[src/rtl/elevator_dispatcher_pkg.sv]
// Shared constants and direction encoding for the elevator request dispatcher.
package elevator_dispatcher_pkg;
    localparam int FLOORS  = 8;
    localparam int FLOOR_W = 3;

    typedef enum logic [1:0] {
        DIR_IDLE = 2'b00,
        DIR_UP   = 2'b01,
        DIR_DOWN = 2'b10
    } dir_t;
endpackage

[src/rtl/elevator_dispatcher_if.sv]
// Request inputs from the button processor and status outputs to the motion/door FSM.
interface elevator_dispatcher_if;
    import elevator_dispatcher_pkg::*;

    logic [FLOORS-1:0]  up_req;
    logic [FLOORS-1:0]  down_req;
    logic [FLOORS-1:0]  car_req;
    logic [FLOOR_W-1:0] floor;
    logic               moving;
    logic               arrived;
    logic [FLOORS-1:0]  up_pend;
    logic [FLOORS-1:0]  down_pend;
    logic [FLOORS-1:0]  car_pend;
    logic [1:0]         dir;
    logic               nextup;
    logic               nextdown;
    logic               stop_here;
    logic [FLOOR_W-1:0] target;
    logic               target_valid;

    modport master (
        output up_req, down_req, car_req, floor, moving, arrived,
        input  up_pend, down_pend, car_pend, dir, nextup, nextdown,
               stop_here, target, target_valid
    );

    modport slave (
        input  up_req, down_req, car_req, floor, moving, arrived,
        output up_pend, down_pend, car_pend, dir, nextup, nextdown,
               stop_here, target, target_valid
    );
endinterface

[src/rtl/elevator_dispatcher_pri_enc.sv]
// Masked priority encoder: nearest set bit strictly above and strictly below an index.
module floor_pri_enc
    import elevator_dispatcher_pkg::*;
(
    input  logic [FLOORS-1:0]  i_vec,
    input  logic [FLOOR_W-1:0] i_idx,
    output logic [FLOOR_W-1:0] o_lo_above,
    output logic               o_any_above,
    output logic [FLOOR_W-1:0] o_hi_below,
    output logic               o_any_below
);
    always_comb begin
        o_lo_above  = '0;
        o_any_above = 1'b0;
        o_hi_below  = '0;
        o_any_below = 1'b0;
        // Downward scan: the last hit above the index is the lowest one.
        for (int i = FLOORS - 1; i >= 0; i--) begin
            if (i_vec[i] && (FLOOR_W'(i) > i_idx)) begin
                o_lo_above  = FLOOR_W'(i);
                o_any_above = 1'b1;
            end
        end
        for (int i = 0; i < FLOORS; i++) begin
            if (i_vec[i] && (FLOOR_W'(i) < i_idx)) begin
                o_hi_below  = FLOOR_W'(i);
                o_any_below = 1'b1;
            end
        end
    end
endmodule

[src/rtl/elevator_dispatcher.sv]
// LOOK request scheduler: latches hall/car requests, picks travel direction,
// flags stops and clears requests as they are served.
module elevator_dispatcher
    import elevator_dispatcher_pkg::*;
(
    input  logic clk,
    input  logic rst,
    elevator_dispatcher_if.slave bus
);
    localparam logic [FLOORS-1:0] UP_MASK = {1'b0, {(FLOORS-1){1'b1}}};
    localparam logic [FLOORS-1:0] DN_MASK = {{(FLOORS-1){1'b1}}, 1'b0};

    logic [FLOORS-1:0]  r_up, r_dn, r_car;
    dir_t               r_dir;
    logic               r_nextup, r_nextdown, r_tvalid, r_stop;
    logic [FLOOR_W-1:0] r_target;

    logic [FLOORS-1:0]  w_any_pend, w_any_eff;
    logic [FLOORS-1:0]  w_up_clr, w_dn_clr, w_car_clr;
    logic [FLOORS-1:0]  w_up_eff, w_dn_eff, w_car_eff;
    logic [FLOOR_W-1:0] w_svc_lo, w_svc_hi, w_dir_lo, w_dir_hi;
    logic               w_svc_above, w_svc_below, w_above, w_below;
    dir_t               w_dir_nxt;
    logic               w_stop_nxt;
    logic [FLOOR_W-1:0] w_target_nxt;

    assign w_any_pend = r_up | r_dn | r_car;

    // Pre-clear view: decides which hall calls the arrival serves; also yields target.
    floor_pri_enc u_enc_svc (
        .i_vec       (w_any_pend),
        .i_idx       (bus.floor),
        .o_lo_above  (w_svc_lo),
        .o_any_above (w_svc_above),
        .o_hi_below  (w_svc_hi),
        .o_any_below (w_svc_below)
    );

    always_comb begin
        w_up_clr  = '0;
        w_dn_clr  = '0;
        w_car_clr = '0;
        if (bus.arrived) begin
            w_car_clr[bus.floor] = 1'b1;
            case (r_dir)
                DIR_UP: begin
                    w_up_clr[bus.floor] = 1'b1;
                    w_dn_clr[bus.floor] = !w_svc_above;
                end
                DIR_DOWN: begin
                    w_dn_clr[bus.floor] = 1'b1;
                    w_up_clr[bus.floor] = !w_svc_below;
                end
                default: begin
                    w_up_clr[bus.floor] = 1'b1;
                    w_dn_clr[bus.floor] = 1'b1;
                end
            endcase
        end
    end

    assign w_up_eff  = r_up  & ~w_up_clr;
    assign w_dn_eff  = r_dn  & ~w_dn_clr;
    assign w_car_eff = r_car & ~w_car_clr;
    assign w_any_eff = w_up_eff | w_dn_eff | w_car_eff;

    floor_pri_enc u_enc_dir (
        .i_vec       (w_any_eff),
        .i_idx       (bus.floor),
        .o_lo_above  (w_dir_lo),
        .o_any_above (w_above),
        .o_hi_below  (w_dir_hi),
        .o_any_below (w_below)
    );

    always_comb begin
        w_dir_nxt = r_dir;
        if (!bus.moving) begin
            case (r_dir)
                DIR_UP:   w_dir_nxt = w_above ? DIR_UP   : (w_below ? DIR_DOWN : DIR_IDLE);
                DIR_DOWN: w_dir_nxt = w_below ? DIR_DOWN : (w_above ? DIR_UP   : DIR_IDLE);
                default: begin
                    // Both sides pending: nearer floor wins, ties go up.
                    if (w_above && w_below)
                        w_dir_nxt = ((w_dir_lo - bus.floor) <= (bus.floor - w_dir_hi))
                                    ? DIR_UP : DIR_DOWN;
                    else if (w_above)
                        w_dir_nxt = DIR_UP;
                    else if (w_below)
                        w_dir_nxt = DIR_DOWN;
                    else
                        w_dir_nxt = DIR_IDLE;
                end
            endcase
        end
    end

    always_comb begin
        w_stop_nxt = w_car_eff[bus.floor];
        case (w_dir_nxt)
            DIR_UP:   w_stop_nxt = w_stop_nxt | w_up_eff[bus.floor]
                                   | (!w_above && w_dn_eff[bus.floor]);
            DIR_DOWN: w_stop_nxt = w_stop_nxt | w_dn_eff[bus.floor]
                                   | (!w_below && w_up_eff[bus.floor]);
            default:  w_stop_nxt = w_stop_nxt | w_any_eff[bus.floor];
        endcase
        case (w_dir_nxt)
            DIR_UP:   w_target_nxt = w_svc_lo;
            DIR_DOWN: w_target_nxt = w_svc_hi;
            default:  w_target_nxt = bus.floor;
        endcase
    end

    always_ff @(posedge clk) begin
        if (!rst) begin
            r_up       <= '0;
            r_dn       <= '0;
            r_car      <= '0;
            r_dir      <= DIR_IDLE;
            r_nextup   <= 1'b0;
            r_nextdown <= 1'b0;
            r_tvalid   <= 1'b0;
            r_stop     <= 1'b0;
            r_target   <= '0;
        end else begin
            // Clear beats a same-cycle set: the doors are already opening here.
            r_up       <= (r_up  | (bus.up_req   & UP_MASK)) & ~w_up_clr;
            r_dn       <= (r_dn  | (bus.down_req & DN_MASK)) & ~w_dn_clr;
            r_car      <= (r_car | bus.car_req) & ~w_car_clr;
            r_dir      <= w_dir_nxt;
            r_nextup   <= (w_dir_nxt == DIR_UP);
            r_nextdown <= (w_dir_nxt == DIR_DOWN);
            r_tvalid   <= (w_dir_nxt != DIR_IDLE);
            r_stop     <= w_stop_nxt;
            r_target   <= w_target_nxt;
        end
    end

    assign bus.up_pend      = r_up;
    assign bus.down_pend    = r_dn;
    assign bus.car_pend     = r_car;
    assign bus.dir          = r_dir;
    assign bus.nextup       = r_nextup;
    assign bus.nextdown     = r_nextdown;
    assign bus.target_valid = r_tvalid;
    assign bus.stop_here    = r_stop;
    assign bus.target       = r_target;
endmodule

[src/flat_wrapper.sv]
// flat-port wrapper written by rule: the top's interface ports become plain ports
module elevator_dispatcher_flat import elevator_dispatcher_pkg::*;
  (clk, rst, bus_up_req, bus_down_req, bus_car_req, bus_floor, bus_moving, bus_arrived, bus_up_pend, bus_down_pend, bus_car_pend, bus_dir, bus_nextup, bus_nextdown, bus_stop_here, bus_target, bus_target_valid);
  elevator_dispatcher_if bus_i ();
  input  logic clk;
  input  logic rst;
  input wire logic [$bits(bus_i.up_req)-1:0] bus_up_req;
  input wire logic [$bits(bus_i.down_req)-1:0] bus_down_req;
  input wire logic [$bits(bus_i.car_req)-1:0] bus_car_req;
  input wire logic [$bits(bus_i.floor)-1:0] bus_floor;
  input wire logic [$bits(bus_i.moving)-1:0] bus_moving;
  input wire logic [$bits(bus_i.arrived)-1:0] bus_arrived;
  output wire logic [$bits(bus_i.up_pend)-1:0] bus_up_pend;
  output wire logic [$bits(bus_i.down_pend)-1:0] bus_down_pend;
  output wire logic [$bits(bus_i.car_pend)-1:0] bus_car_pend;
  output wire logic [$bits(bus_i.dir)-1:0] bus_dir;
  output wire logic [$bits(bus_i.nextup)-1:0] bus_nextup;
  output wire logic [$bits(bus_i.nextdown)-1:0] bus_nextdown;
  output wire logic [$bits(bus_i.stop_here)-1:0] bus_stop_here;
  output wire logic [$bits(bus_i.target)-1:0] bus_target;
  output wire logic [$bits(bus_i.target_valid)-1:0] bus_target_valid;
  assign bus_i.up_req = bus_up_req;
  assign bus_i.down_req = bus_down_req;
  assign bus_i.car_req = bus_car_req;
  assign bus_i.floor = bus_floor;
  assign bus_i.moving = bus_moving;
  assign bus_i.arrived = bus_arrived;
  assign bus_up_pend = bus_i.up_pend;
  assign bus_down_pend = bus_i.down_pend;
  assign bus_car_pend = bus_i.car_pend;
  assign bus_dir = bus_i.dir;
  assign bus_nextup = bus_i.nextup;
  assign bus_nextdown = bus_i.nextdown;
  assign bus_stop_here = bus_i.stop_here;
  assign bus_target = bus_i.target;
  assign bus_target_valid = bus_i.target_valid;
  elevator_dispatcher u_core (.clk(clk), .rst(rst), .bus(bus_i));
endmodule
[config.mk]
export PLATFORM = sky130hd
export DESIGN_NAME = elevator_dispatcher_flat
export DESIGN_NICKNAME = d
export VERILOG_FILES = /design/src/rtl/elevator_dispatcher_pkg.sv /design/src/rtl/elevator_dispatcher_if.sv /design/src/rtl/elevator_dispatcher_pri_enc.sv /design/src/rtl/elevator_dispatcher.sv /design/src/flat_wrapper.sv
export SDC_FILE = /design/constraint.sdc
export NUM_CORES = 1
export LEC_CHECK = 0
export CORE_MARGIN = 4
export CORE_UTILIZATION = 48
export DETAILED_ROUTE_END_ITERATION = 8
export PLACE_DENSITY = 0.8
export SLEW_MARGIN = 20
export SYNTH_ARGS = -nofsm -noshare
export SYNTH_HDL_FRONTEND = slang
export SYNTH_SLANG_ARGS = --single-unit
[constraint.sdc]
create_clock -name clk -period 6.26 [get_ports clk]
set_input_delay 1.878 -clock clk [delete_from_list [all_inputs] [get_ports clk]]
set_output_delay 1.878 -clock clk [all_outputs]
set_load 0.02 [all_outputs]
Yosys cells after proc, flatten, opt, wreduce, memory -nomap -nowiden
Cells that the tools add are included.
- flip-flop bits (word level): 33
- input port bits: 31
- word-level logic and storage cells: 185
- add/subtract/negate cells: 2
- order comparisons: 19
- equality and inequality tests: 4
- multiplexer cells: 87
- bitwise operators: 23
- reductions and logical operators: 41
- operators with widths (operator ; number):
    2-to-1 mux 3 bit ; 28
    AND 8 bit ; 8
    bitwise OR 8 bit ; 6
    2-to-1 mux 1 bit ; 40
    2-to-1 mux 8 bit ; 5
    logical AND 1 bit ; 36
    inverter 8 bit ; 3
    binary-select mux 1 bit (select 3 bit) ; 4
    > comparator 3 bit (first input constant) ; 4
    less-than comparator 3 bit (first input constant) ; 4
    2-to-1 mux 2 bit ; 6
    bitwise OR 8 x 7 -> 8 bit ; 1
    > comparator 1 x 3 -> 1 bit (first input constant) ; 2
    > comparator 2 x 3 -> 1 bit (first input constant) ; 2
    less-than comparator 1 x 3 -> 1 bit (first input constant) ; 2
    less-than comparator 2 x 3 -> 1 bit (first input constant) ; 2
    case mux 3 bit (2 select lines) ; 1
    subtractor 3 bit ; 2
    bitwise OR 1 bit ; 5
    == test 2 x 1 -> 1 bit (second input constant) ; 2
    == test 2 bit (second input constant) ; 2
    logical NOT 1 bit ; 4
    less-than comparator 3 x 4 -> 1 bit (second input constant) ; 1
    case mux 2 bit (2 select lines) ; 1
    other kinds (5) ; 5

Longest topological paths before layout
Gate-level depths: netlist of run 1.
- word-level depth: 36
- depth in mapped cells: 23
- gate-level depth less buffers: 21

By module
From an unflattened synthesis of run 1, not the netlist that was laid out.
- cell total of the unflattened synthesis: 343
- area, all modules: 2717.6 um^2
- by module, submodules not included (module ; times used ; cells each ; area an instance (um^2) ; sequential area each (um^2)):
    elevator_dispatcher ; 1 ; 231 ; 2044.5 ; 660.6
    floor_pri_enc ; 2 ; 56 ; 336.6 ; 0.0

Worst setup path before layout of run 1
No wires, ideal clock.
- path kind: input -> register
- from: input bus_floor[2]
- to: register u_core.r_stop (netlist: u_core.bus.stop_here)
- arrival time: 5.760 ns
- path slack: 0.367 ns
- stages: 21
- buffers on the path: 4
- cells stage by stage: buf_2 > buf_2 > buf_2 > buf_2 > o22ai_1 > a21boi_0 > nor2_1 > ha_1 > inv_1 > fa_1 > ha_1 > nor2b_1 > o21ai_0 > a21oi_1 > o22a_1 > o31ai_2 > inv_1 > ha_1 > o311ai_1 > o311ai_1 > a22oi_1
- word-level cells in the longest chain between the ends: 35
- elaborated cells on any way between the ends: 149
- those cells by class: add/sub (2); order compare (19); eq/ne (2); mux (71); bitwise (15); reduce/logical (40)
- ends and longest elaborated chain (what ; RTL line ; source):
    from (decl) ; flat_wrapper.sv:10 ; input wire logic [$bits(bus_i.floor)-1:0] bus_floor;
    less-than comparator 1 x 3 -> 1 bit / > comparator 3 bit (equally long branches) ; elevator_dispatcher_pri_enc.sv:25, elevator_dispatcher_pri_enc.sv:19 ;
    logical AND 1 bit, on equally long branches ; elevator_dispatcher_pri_enc.sv:25, elevator_dispatcher_pri_enc.sv:19 ;
    2-to-1 mux 1 bit, on equally long branches (8 in series) ; elevator_dispatcher_pri_enc.sv:25, elevator_dispatcher_pri_enc.sv:19 ;
    logical NOT 1 bit, on equally long branches ; elevator_dispatcher.sv:52, elevator_dispatcher.sv:48 ;
    AND 8 bit (no source line) ; -- ;
    2-to-1 mux 8 bit ; -- ;
    2-to-1 mux 8 bit ; elevator_dispatcher.sv:43 ; if (bus.arrived) begin
    inverter 8 bit, on equally long branches ; elevator_dispatcher.sv:62, elevator_dispatcher.sv:63 ;
    (+13 left out) ; -- ;
    <= comparator 3 bit ; elevator_dispatcher.sv:85 ; w_dir_nxt = ((w_dir_lo - bus.floor) <= (bus.floor - w_dir_hi))
    2-to-1 mux 2 bit ; elevator_dispatcher.sv:86 ; ? DIR_UP : DIR_DOWN;
    2-to-1 mux 2 bit ; elevator_dispatcher.sv:84 ; if (w_above && w_below)
    case mux 2 bit (2 select lines) (*) ; elevator_dispatcher.sv:79 ; case (r_dir)
    2-to-1 mux 2 bit (*) ; elevator_dispatcher.sv:78 ; if (!bus.moving) begin
    named net u_core.w_dir_nxt[0] ; elevator_dispatcher.sv:23 ; dir_t w_dir_nxt;
    == test 2 bit / == test 2 x 1 -> 1 bit (equally long branches) ; elevator_dispatcher.sv:100 ; case (w_dir_nxt)
    case mux 1 bit (2 select lines) (*) ; elevator_dispatcher.sv:100 ;
    to (signal assigned) ; elevator_dispatcher.sv:134 ; r_stop <= w_stop_nxt;
    to (decl) ; elevator_dispatcher.sv:15 ; logic r_nextup, r_nextdown, r_tvalid, r_stop;
Mark *: on every way through the listed nets, which the timed path passes. The rest lies on a longest branch. The select of a mux whose other input is x is not followed.
A chain may end at the register's enable or synchronous reset.

Worst setup path after layout of run 1
- from: input bus_floor[2]
- to: register u_core.r_target[1] (netlist: u_core.bus.target[1])
- word-level cells in the longest chain between the ends: 35
- elaborated cells on any way between the ends: 146
- those cells by class: add/sub (2); order compare (19); eq/ne (2); mux (77); bitwise (10); reduce/logical (36)
- ends and longest elaborated chain (what ; RTL line ; source):
    less-than comparator 1 x 3 -> 1 bit / > comparator 3 bit (equally long branches) ; elevator_dispatcher_pri_enc.sv:25, elevator_dispatcher_pri_enc.sv:19 ;
    logical AND 1 bit, on equally long branches ; elevator_dispatcher_pri_enc.sv:25, elevator_dispatcher_pri_enc.sv:19 ;
    2-to-1 mux 1 bit, on equally long branches (8 in series) ; elevator_dispatcher_pri_enc.sv:25, elevator_dispatcher_pri_enc.sv:19 ;
    logical NOT 1 bit, on equally long branches ; elevator_dispatcher.sv:52, elevator_dispatcher.sv:48 ;
    AND 8 bit (no source line) ; -- ;
    2-to-1 mux 8 bit ; -- ;
    2-to-1 mux 8 bit ; elevator_dispatcher.sv:43 ;
    inverter 8 bit, on equally long branches ; elevator_dispatcher.sv:62, elevator_dispatcher.sv:63 ;
    (+12 left out) ; -- ;
    subtractor 3 bit ; elevator_dispatcher.sv:85 ;
    <= comparator 3 bit ; elevator_dispatcher.sv:85 ;
    2-to-1 mux 2 bit ; elevator_dispatcher.sv:86 ;
    2-to-1 mux 2 bit ; elevator_dispatcher.sv:84 ;
    case mux 2 bit (2 select lines) ; elevator_dispatcher.sv:79 ;
    2-to-1 mux 2 bit ; elevator_dispatcher.sv:78 ;
    == test 2 bit / == test 2 x 1 -> 1 bit (equally long branches) ; elevator_dispatcher.sv:107 ; case (w_dir_nxt)
    case mux 3 bit (2 select lines) (*) ; elevator_dispatcher.sv:107 ;
    to (signal assigned) ; elevator_dispatcher.sv:135 ; r_target <= w_target_nxt;
    to (decl) ; elevator_dispatcher.sv:16 ; logic [FLOOR_W-1:0] r_target;
Every way passes the cells marked *; elsewhere a longest branch is shown, timed or not.

==> impl_metrics.sql, run 1 <==
INSERT INTO impl_metrics (metric_group, metric, value, unit) VALUES
('status', 'status', 'completed', ''),
('critical_path', 'critical_path.endpoint_type', 'flop', ''),
('detailed_routing', 'route.detailed.drc', '0', ''),
('critical_path', 'worst_setup_path_start_kind', 'input pin', ''),
('timing', 'final.setup_skew', '0.007512', 'ns'),
('timing', 'tightest_slew', '0.9112', 'ns'),
('grt', 'grt_pass1_vias', '2428', ''),
('placement', 'portBuffers', '61', ''),
('yosys', 'syn_inst', '295', ''),
('floorplan', 'die-height', '76.77', 'um'),
('clock_tree', 'post_cts.resized_instances', '0', ''),
('clock_tree', 'clock-sinks', '33', ''),
('clock_tree', 'number_of_buffers_inserted_during_clock_tree_synthesis', '5', ''),
('layout', 'final_cell_area', '3095', 'um^2'),
('floorplan', 'core_area', '4474', 'um^2'),
('critical_path', 'cp_data_arrival_time', '6.07', 'ns'),
('timing', 'setup_repair_after_global_routing_missed_its_margin', 'false', ''),
('critical_path', 'reg2reg_to', 'u_core.bus.target[1]', ''),
('power', 'power_per_cell_area', '298.1', 'nW/um^2'),
('clock_tree', 'tritoncts', 'built', ''),
('placement', 'hpwlAfterDp', '5388', 'um'),
('timing', 'remaining_max_slew_budget_at_the_tightest_pin', '0.3889', ''),
('clock_tree', 'postCtsSetupRepairBufs', '0', ''),
('critical_path', 'worst-r2r-cell-count', '19', ''),
('yosys', 'synth_enable_flop_cells', '0', ''),
('timing', 'number_of_max_slew_violations_in_the_final_report', '0', ''),
('detailed_routing', 'vias', '2447', ''),
('worst_hold_path', 'hold-path-cell-count', '2', ''),
('timing', 'fmaxAchievable', '0.1697', 'GHz'),
('placement', 'area_of_placed_instances', '3009', 'um^2'),
('critical_path', 'reg2reg_setup_slack', '1.90', 'ns'),
('layout', 'design.final.nets', '407', ''),
('detailed_routing', 'initialDrtViolationCount', '228', ''),
('critical_path', 'setup.worst_path.class', 'in2reg', ''),
('clock_tree', 'cts.hold.buffers_added', '0', ''),
('layout', 'num_antenna_cells', '0', ''),
('yosys', 'synth_seq_area_share', '0.2911', ''),
('timing', 'fin_setup_tns', '0', 'ns'),
('power', 'power.ir.vdd_worst', '0.1510', 'mV'),
('floorplan', 'num_io_pins', '64', ''),
('layout', 'drive_gt1_frac', '0.09341', ''),
('yosys', 'flip_flop_and_latch_count_after_synthesis', '33', ''),
('grt', 'grt_antenna_before_repair', '0', ''),
('yosys', 'ys_async_sr_fraction', '0', ''),
('grt', 'overflow', '0', ''),
('yosys', 'netlist_area', '2270', 'um^2'),
('detailed_routing', 'viasPerCell', '5.882', ''),
('clock_tree', 'htree_levels', '2', ''),
('floorplan', 'start_util', '0.5073', ''),
('placement', 'gp_routability_congestion', '0.9439', ''),
('clock_tree', 'clock_latency', '0.29', 'ns'),
('critical_path', 'worst_ep_required_time', '6.44', 'ns'),
('timing', 'holdWs', '0.4945', 'ns'),
('yosys', 'synth.net_count', '338', ''),
('timing', 'hold_viol_final', '0', ''),
('floorplan', 'die_w', '76.77', 'um'),
('grt', 'grt_first_pass_wirelength', '11770', 'um'),
('critical_path', 'crit_path_max_fanout', '12', ''),
('worst_hold_path', 'hold_path_class', 'reg2reg', ''),
('worst_hold_path', 'min-delay-start', 'u_core.bus.down_pend[0]', ''),
('yosys', 'synth-main-ff-cell', 'dfxtp_1', ''),
('timing', 'setup_viol_count_final', '0', ''),
('yosys', 'synth_cell_type_count', '56', ''),
('grt', 'grt_use_total', '0.2434', ''),
('yosys', 'postSynthAreaPerCell', '7.694', 'um^2'),
('clock_tree', 'clk_path_buf_depth', '2', ''),
('critical_path', 'r2r-start', 'u_core.bus.down_pend[6]', ''),
('timing', 'post-route-min-period', '5.894', 'ns'),
('floorplan', 'die-area', '5893', 'um^2'),
('timing', 'final_critical_path_setup_slack', '0.3663', 'ns'),
('layout', 'synthesis_to_layout_area_growth', '36.38', '%');
[worst max path at each step]
stage | end | start | cells after the start | slack, ns
floorplan | u_core.bus.stop_here | bus_floor[2] | 21 | 0.37
global placement | u_core.bus.target[1] | bus_floor[2] | 22 | 0.16
detailed placement | u_core.bus.target[1] | bus_floor[2] | 22 | 0.10
CTS | u_core.bus.target[1] | bus_floor[2] | 22 | 0.37
global route | u_core.bus.target[1] | bus_floor[2] | 23 | 0.06
finish | u_core.bus.target[1] | bus_floor[2] | 22 | 0.37
[worst max-delay path, cell delays in order]
cell and delay, ns:
clkdlybuf4s50_1 0.47, buf_12 0.18, a21oi_1 0.27, o21bai_1 0.10, a21oi_1 0.16, o21a_1 0.17
ha_1 0.15, inv_1 0.04, fa_1 0.37, xnor2_1 0.18, xnor2_1 0.16, ha_1 0.27
nand3_1 0.08, nand2_1 0.05, a21oi_1 0.20, o22a_1 0.17, o211ai_2 0.10, and2_1 0.19
ha_1 0.30, buf_4 0.16, inv_1 0.06, o311a_1 0.34
[area by class of cell]
cell class / count / area [um^2]
multi-input combinational: 231 / 1480
fill: 397 / 1379
timing repair buffer: 77 / 743.2
sequential: 33 / 660.6
clock buffer: 7 / 86.33
tap: 52 / 65.06
inverter: 16 / 60.06
[metrics by stage]
stage	utilization	cells
after floorplan	-	295
after global placement	0.6725	409
after detailed placement	0.6725	409
after CTS	0.6918	416
after global routing	0.6918	416
final	0.6918	416
[Yosys cell counts, types with 2 or more instances]
library cell,n,share of area
buf_2,7,0.015
nand3b_1,6,0.020
fa_1,2,0.018
clkbuf_1,6,0.0099
a22oi_1,2,0.0066
inv_1,16,0.026
nand2b_1,4,0.011
nor3_1,7,0.015
a21oi_1,23,0.051
dfxtp_1,33,0.29
and3_1,3,0.0083
nand3_1,5,0.011
nor3_2,2,0.0088
nor2_1,38,0.063
o21ai_1,3,0.0066
mux2i_1,7,0.031
and2_1,6,0.017
a31oi_1,8,0.022
nor2b_1,3,0.0083
o22ai_1,3,0.0083
a21boi_0,2,0.0066
o21ai_0,26,0.057
a211oi_1,5,0.017
or3_1,5,0.014
o31ai_2,2,0.011
o311ai_1,3,0.012
o22a_1,2,0.0077
ha_1,10,0.055
xnor2_1,4,0.015
nand2_1,26,0.043
[layout by cell type (no fill, tap or decap), types with 2 or more instances in the layout]
| cell | synthesis | final |
|---|---|---|
| clkdlybuf4s50_1 | 0 | 61 |
| nor2_1 | 38 | 38 |
| dfxtp_1 | 33 | 33 |
| nand2_1 | 26 | 26 |
| o21ai_0 | 26 | 26 |
| a21oi_1 | 23 | 23 |
| inv_1 | 16 | 16 |
| buf_4 | 1 | 15 |
| ha_1 | 10 | 10 |
| a31oi_1 | 8 | 8 |
| nor3_1 | 7 | 7 |
| mux2i_1 | 7 | 7 |
| and2_1 | 6 | 6 |
| nand3b_1 | 6 | 6 |
| clkbuf_8 | 0 | 6 |
| or3_1 | 5 | 5 |
| nand3_1 | 5 | 5 |
| a211oi_1 | 5 | 5 |
| xnor2_1 | 4 | 4 |
| nand2b_1 | 4 | 4 |
| o21ai_1 | 3 | 3 |
| and3_1 | 3 | 3 |
| nor2b_1 | 3 | 3 |
| o311ai_1 | 3 | 3 |
| o22ai_1 | 3 | 3 |
| nor3_2 | 2 | 2 |
| o22a_1 | 2 | 2 |
| a21boi_0 | 2 | 2 |
| o31ai_2 | 2 | 2 |
| a22oi_1 | 2 | 2 |
| fa_1 | 2 | 2 |
[registers in the layout, summed over array words and instances (netlist names)]
signal	count
u_core.bus.stop_here	1
u_core.bus.down_pend	8
u_core.bus.dir	2
u_core.bus.up_pend	8
u_core.bus.nextdown	1
u_core.bus.car_pend	8
u_core.bus.target	3
u_core.bus.nextup	1
u_core.bus.target_valid	1
[cells by family (layout without fill, tap and decap cells)]
family	Yosys count	in the layout	share of synthesized area
XOR/XNOR	4	4	0.01543
adder cells (fa/ha/maj)	12	12	0.07277
AO/OA/AOI/OAI	96	96	0.2872
multiplexers	9	9	0.04079
AND/OR/NAND/NOR	110	110	0.2359
buffers and inverters	31	100	0.05678
flip-flops	33	33	0.2911
[layer usage]
layer / global-route usage / vias up / wire, um
li1: - / 1198 / -
met1: 0.3185 / 1146 / 2998
met2: 0.4051 / 93 / 3432
met3: 0.04801 / 10 / 475
met4: 0.06884 / 0 / 91
met5: 0 / - / 0
[power breakdown]
group          internal (mW)  leakage (nW)  switching [mW]
combinational          0.231         0.917           0.257
clock                 0.0873        0.0443          0.0779
sequential             0.244         0.275          0.0256
(Power assumes the default switching activity.)
==> run 2, diff against run 1 <==
CTS_CLUSTER_DIAMETER = 80   (was not set)
==> results of run 2 <==
Final layout, timing and power as in run 1 (identical DEF).
==> run 3, diff against run 2 <==
CORE_ASPECT_RATIO = 1.75   (was not set)
TNS_END_PERCENT = 100   (was not set)
==> impl_metrics.sql, run 3 (same netlist as run 1, synthesis figures left out) <==
INSERT INTO impl_metrics (metric_group, metric, value, unit) VALUES
('detailed_routing', 'ant_nets', '0', ''),
('grt', 'grt_first_pass_wirelength', '11850', 'um'),
('layout', 'final_core_utilization', '0.7009', ''),
('grt', 'grt_antenna_before_repair', '0', ''),
('floorplan', 'die-area', '5936', 'um^2'),
('layout', 'mostFrequentLayoutCells', 'clkdlybuf4s50_1, nor2_1, dfxtp_1, nand2_1, o21ai_0', ''),
('timing', 'hold_viol_final', '0', ''),
('timing', 'setup_viol_count_final', '0', ''),
('grt', 'overflow', '0', ''),
('layout', 'drive_gt1_frac', '0.1108', ''),
('clock_tree', 'number_of_buffers_inserted_during_clock_tree_synthesis', '5', ''),
('floorplan', 'die-height', '98.97', 'um'),
('timing', 'remaining_max_slew_budget_at_the_tightest_pin', '0.4223', ''),
('clock_tree', 'clock_latency', '0.29', 'ns'),
('timing', 'fin_setup_tns', '0', 'ns'),
('placement', 'gp_routability_congestion', '0.9579', ''),
('clock_tree', 'clock-sinks', '33', ''),
('worst_hold_path', 'hold_path_class', 'reg2reg', ''),
('clock_tree', 'clock_transition_time_at_the_flip_flop_clock_pins_of_the_worst_setup_and_hold_paths', '0.07', 'ns'),
('status', 'status', 'completed', ''),
('worst_hold_path', 'hold-path-endpoint', 'u_core.bus.down_pend[0]', ''),
('detailed_routing', 'vias', '2553', ''),
('critical_path', 'reg2reg_setup_slack', '1.94', 'ns'),
('layout', 'layout.cells.most_common', 'clkdlybuf4s50_1', ''),
('clock_tree', 'postCtsSetupRepairBufs', '0', ''),
('detailed_routing', 'route.detailed.drc', '0', ''),
('clock_tree', 'post_cts.resized_instances', '0', ''),
('critical_path', 'worst_ep_required_time', '6.44', 'ns'),
('timing', 'tightest_slew', '0.8638', 'ns'),
('detailed_routing', 'topmost_layer_with_routed_signal_wires', 'met4', ''),
('clock_tree', 'cts.hold.buffers_added', '0', ''),
('power', 'power_per_cell_area', '307.9', 'nW/um^2'),
('detailed_routing', 'met3_wl_post_dr', '319', 'um'),
('floorplan', 'core_area', '4484', 'um^2'),
('floorplan', 'start_util', '0.5061', ''),
('worst_hold_path', 'hold-path-cell-count', '2', ''),
('timing', 'fmaxAchievable', '0.1704', 'GHz'),
('critical_path', 'reg2reg_to', 'u_core.bus.target[1]', ''),
('timing', 'post-route-min-period', '5.869', 'ns'),
('clock_tree', 'htree_levels', '2', ''),
('floorplan', 'num_io_pins', '64', ''),
('timing', 'setup_repair_after_global_routing_missed_its_margin', 'false', ''),
('detailed_routing', 'initialDrtViolationCount', '101', ''),
('floorplan', 'die_w', '59.98', 'um'),
('grt', 'grt_use_total', '0.2586', ''),
('worst_hold_path', 'min-delay-start', 'u_core.bus.down_pend[0]', ''),
('timing', 'final.setup_skew', '0.002755', 'ns'),
('critical_path', 'r2r-start', 'u_core.bus.down_pend[6]', ''),
('grt', 'maximum_number_of_pins_on_one_net_before_global_route_repair', '30', ''),
('placement', 'portBuffers', '61', ''),
('floorplan', 'core.rowCount', '32', ''),
('detailed_routing', 'met1_length', '2675', 'um'),
('layout', 'synthesis_to_layout_area_growth', '38.48', '%'),
('detailed_routing', 'finalWirelength', '7256', 'um'),
('timing', 'number_of_max_slew_violations_in_the_final_report', '0', ''),
('critical_path', 'cp_data_arrival_time', '6.05', 'ns'),
('power', 'power.ir.vdd_worst', '0.3190', 'mV'),
('detailed_routing', 'wl_per_cell', '17.24', 'um'),
('detailed_routing', 'wl_met2', '3978', 'um'),
('critical_path', 'crit_start', 'bus_floor[1]', ''),
('power', 'cellLeakagePower', '1.263', 'nW'),
('critical_path', 'crit_path_max_fanout', '21', ''),
('clock_tree', 'root_buffer', 'clkbuf_8', ''),
('critical_path', 'setup.worst_path.class', 'in2reg', ''),
('layout', 'design.final.nets', '413', ''),
('grt', 'grt_pass1_vias', '2537', ''),
('critical_path', 'worst_setup_path_start_kind', 'input pin', ''),
('layout', 'num_antenna_cells', '0', ''),
('critical_path', 'worst-r2r-cell-count', '19', ''),
('clock_tree', 'tritoncts', 'built', ''),
('detailed_routing', 'detailedRoute.firstPassIterationCount', '4', ''),
('flow_run', 'maxCapViolations', '0', ''),
('timing', 'final_min_period_over_clock_period', '0.9376', ''),
('clock_tree', 'clk_path_buf_depth', '2', ''),
('critical_path', 'critical_path.endpoint_type', 'flop', ''),
('detailed_routing', 'viasPerCell', '6.064', ''),
('placement', 'hpwlAfterDp', '5689', 'um');
[run 3: cell count changes in the layout (fill, tap and decap cells not counted), sizes merged]
cell      before  now
buf           16   22
clkbuf         7    6
clkinvlp       0    1
[run 3: worst max path at each step]
stage / cells after the start / to
floorplan: 21 / u_core.bus.stop_here
global placement: 22 / u_core.bus.target[1]
detailed placement: 22 / u_core.bus.target[1]
CTS: 20 / u_core.bus.target[1]
global route: 21 / u_core.bus.stop_here
finish: 20 / u_core.bus.target[1]
[run 3: worst max-delay path, cell delays in order]
cell	delay, ns
clkdlybuf4s50_1	0.58
buf_4	0.29
nor2_1	0.12
nand2_1	0.10
a21boi_0	0.23
nor2_1	0.07
ha_1	0.18
inv_1	0.06
fa_1	0.41
ha_1	0.32
nor2b_1	0.13
o21ai_0	0.13
a21oi_1	0.11
o22a_1	0.21
o31ai_2	0.23
inv_1	0.11
ha_1	0.32
buf_4	0.17
inv_1	0.06
o311a_1	0.34
[run 3: per-layer routing]
layer	track usage	up-vias
li1	-	1215
met4	0.1314	0
met1	0.2789	1216
met5	0	-
met2	0.4683	97
met3	0.02883	25
[run 3: report_power, final]
| group | switching [mW] | internal [mW] | leakage, nW |
|---|---|---|---|
| Sequential | 0.0272 | 0.244 | 0.275 |
| Combinational | 0.274 | 0.255 | 0.945 |
| Clock | 0.0804 | 0.0869 | 0.0433 |
[run 3: final cells by class]
type	count	area [um^2]
Sequential cell	33	660.6
Multi-Input combinational cell	231	1480
Inverter	16	60.06
Timing Repair Buffer	83	788.3
Fill cell	379	1341
Clock buffer	6	82.58
Clock inverter	1	7.507
Tap cell	51	63.81
[run 3: metrics by stage]
step	hold WS, ns	instance area (um^2)	power, mW	setup WS [ns]	std cells
final	0.4990	3143	0.9677	0.3908	421
after CTS	0.4944	3143	0.9689	0.4032	421
after detailed placement	0.4627	3053	0.8016	0.1150	414
after global placement	0.4524	3053	0.7909	0.1395	414
after floorplan	0.5332	2270	0.5822	0.3669	295
after global routing	0.5172	3143	1.030	0.02418	421
==> variant, RTL diff (config.mk and constraints of run 1) <==
`r_up` no longer has a reset.
--- a/src/rtl/elevator_dispatcher.sv
+++ b/src/rtl/elevator_dispatcher.sv
@@ -113,7 +113,6 @@
 
     always_ff @(posedge clk) begin
         if (!rst) begin
-            r_up       <= '0;
             r_dn       <= '0;
             r_car      <= '0;
             r_dir      <= DIR_IDLE;
@@ -124,7 +123,6 @@
             r_target   <= '0;
         end else begin
             // Clear beats a same-cycle set: the doors are already opening here.
-            r_up       <= (r_up  | (bus.up_req   & UP_MASK)) & ~w_up_clr;
             r_dn       <= (r_dn  | (bus.down_req & DN_MASK)) & ~w_dn_clr;
             r_car      <= (r_car | bus.car_req) & ~w_car_clr;
             r_dir      <= w_dir_nxt;
@@ -134,6 +132,10 @@
             r_stop     <= w_stop_nxt;
             r_target   <= w_target_nxt;
         end
+    end
+
+    always_ff @(posedge clk) begin
+        r_up <= (r_up  | (bus.up_req   & UP_MASK)) & ~w_up_clr;
     end
 
     assign bus.up_pend      = r_up;
Behaviour: not the same (a bounded check fails within 4 cycles, from zero or initial values and one cycle with rst low).
==> variant against run 1 <==
  * Count of clock-buffer cells in the layout shrank 2
  * Setup slack lost 280 ps
  * Wire length shrank 2.3%
  * Area after synthesis shrank 2.2%
  * Design area grew 2.4%
  * Register-to-register slack lost 220 ps
  * Largest cell class unchanged
  * Sequential cell count is the same
  * Utilization grew 2.6 points
  * Total power grew 4.0%
==> variant: results (changes against run 1) <==
status finished, final reports clean; RD Place Congestion 0.9005 (-4.6%); Hold Startpoint u_core.bus.down_pend[0]$_SDFF_PN0_; switching fraction of total power 0.4019 (+0.01076); DR WL met3 347 um (-27%); via count of the first global-routing pass 2300 (-5.3%); violation count after the first detailed-route iteration 152 (-33%); worst slack, placed -106.2 ps (-209.4 ps); share of synthesized area spent on multiplexers 0.05806 (+0.01727); worst clock skew 11.73 ps (+4.221 ps); overall global routing resource usage 0.2294 (-0.01400); wire length of the first global-routing pass 11.07 mm (-6.0%); Placed Area 3062 um^2 (+1.7%); Seq/Total Area, Yosys 0.2976 (+0.006563); combinational cell power 0.527 mW (+8.0%); detailed-route wire length on metal 1 2.893 mm (-3.5%); internal reg-to-reg setup slack 1680 ps (-220 ps); timing endpoint of the critical path u_core.bus.stop_here$_SDFF_PN0_; Hold Worst Slack 488.8 ps (-5.632 ps); routed length on met2 3.443 mm (+0.32%); clock buffer count from CTS 5 (unchanged); average vias per placed instance 5.949 (+1.1%); Max Clk Rate 0.1618 GHz (-4.6%); xor-xnor portion of the synthesized cell area 0.01578 (+0.0003480); CTS HTree Levels 2 (unchanged); Synth Instances 269 (-8.8%); startpoint of the most critical register-to-register path u_core.bus.down_pend[5]$_SDFF_PN0_; data arrival time at the worst-slack endpoint 6340 ps (+270 ps); Max-slew headroom 0.4394 (+0.05054); worst IR drop on VDD 155.8 uV (+3.2%); largest cells by area after synthesis dfxtp_1 30%, a21oi_1 5.6%, ha_1 5.6%, nor2_1 5.2%, o21ai_0 5.2%; synthesized netlist net count 312 (-7.7%); dpl hpwl 5.302 mm (-1.6%); via count 2433 (-0.57%); highest cell delay on the worst timing path 570 ps (+100 ps); origin of the worst setup path bus_floor[0]; Switch Pwr 0.3859 mW (+6.9%); leakage dissipation 1.251 nW (+1.2%); root buffer selected by CTS clkbuf_8; post-synthesis adder-cell area fraction 0.07441 (+0.001641); pin count of the biggest net entering global routing 18 (-40%); proportion of layout cells with a drive suffix above 1 0.1597 (+0.06626); Cells after DPL 400 (-2.2%); most instantiated cells after synthesis 33 x dfxtp_1, 31 x nor2_1, 25 x a21oi_1; Routed Wire Length 6.839 mm (-2.3%); share of power burned in the clock network 0.164 (-0.015); Unique masters post-synth 60 (+7.1%); maximum fanout along the worst path 5 (-7); area fraction in compound gates after synthesis 0.3123 (+0.02508)
-- variant: cell types whose count changed after synthesis, moves of 3 or more --
cell,before,now
a31oi_1,8,3
o21ai_0,26,23
buf_2,7,4
o311ai_1,3,0
o22ai_1,3,0
nand3_1,5,8
and2_1,6,2
nand3b_1,6,1
clkbuf_1,6,3
nand2_1,26,18
mux4_2,0,3
nor2_1,38,31
-- variant: per-layer routing --
layer / vias up / GRT usage
met4: 0 / 0.07117
met2: 80 / 0.3913
li1: 1174 / -
met5: - / 0
met3: 18 / 0.04019
met1: 1161 / 0.2923
-- variant: final cells by class --
| cell class | instances | area (um^2) |
|---|---|---|
| clock inverter | 3 | 17.52 |
| tap | 52 | 65.06 |
| timing repair buffer | 91 | 838.3 |
| multi-input combinational | 209 | 1459 |
| clock buffer | 5 | 68.82 |
| fill | 359 | 1245 |
| inverter | 16 | 60.06 |
| sequential | 33 | 660.6 |
-- variant: timing repair --
item                                    4_1_cts  5_1_grt
gates resized for setup                       0        4
endpoints found under the setup margin        0        2
buffers inserted                              0        1
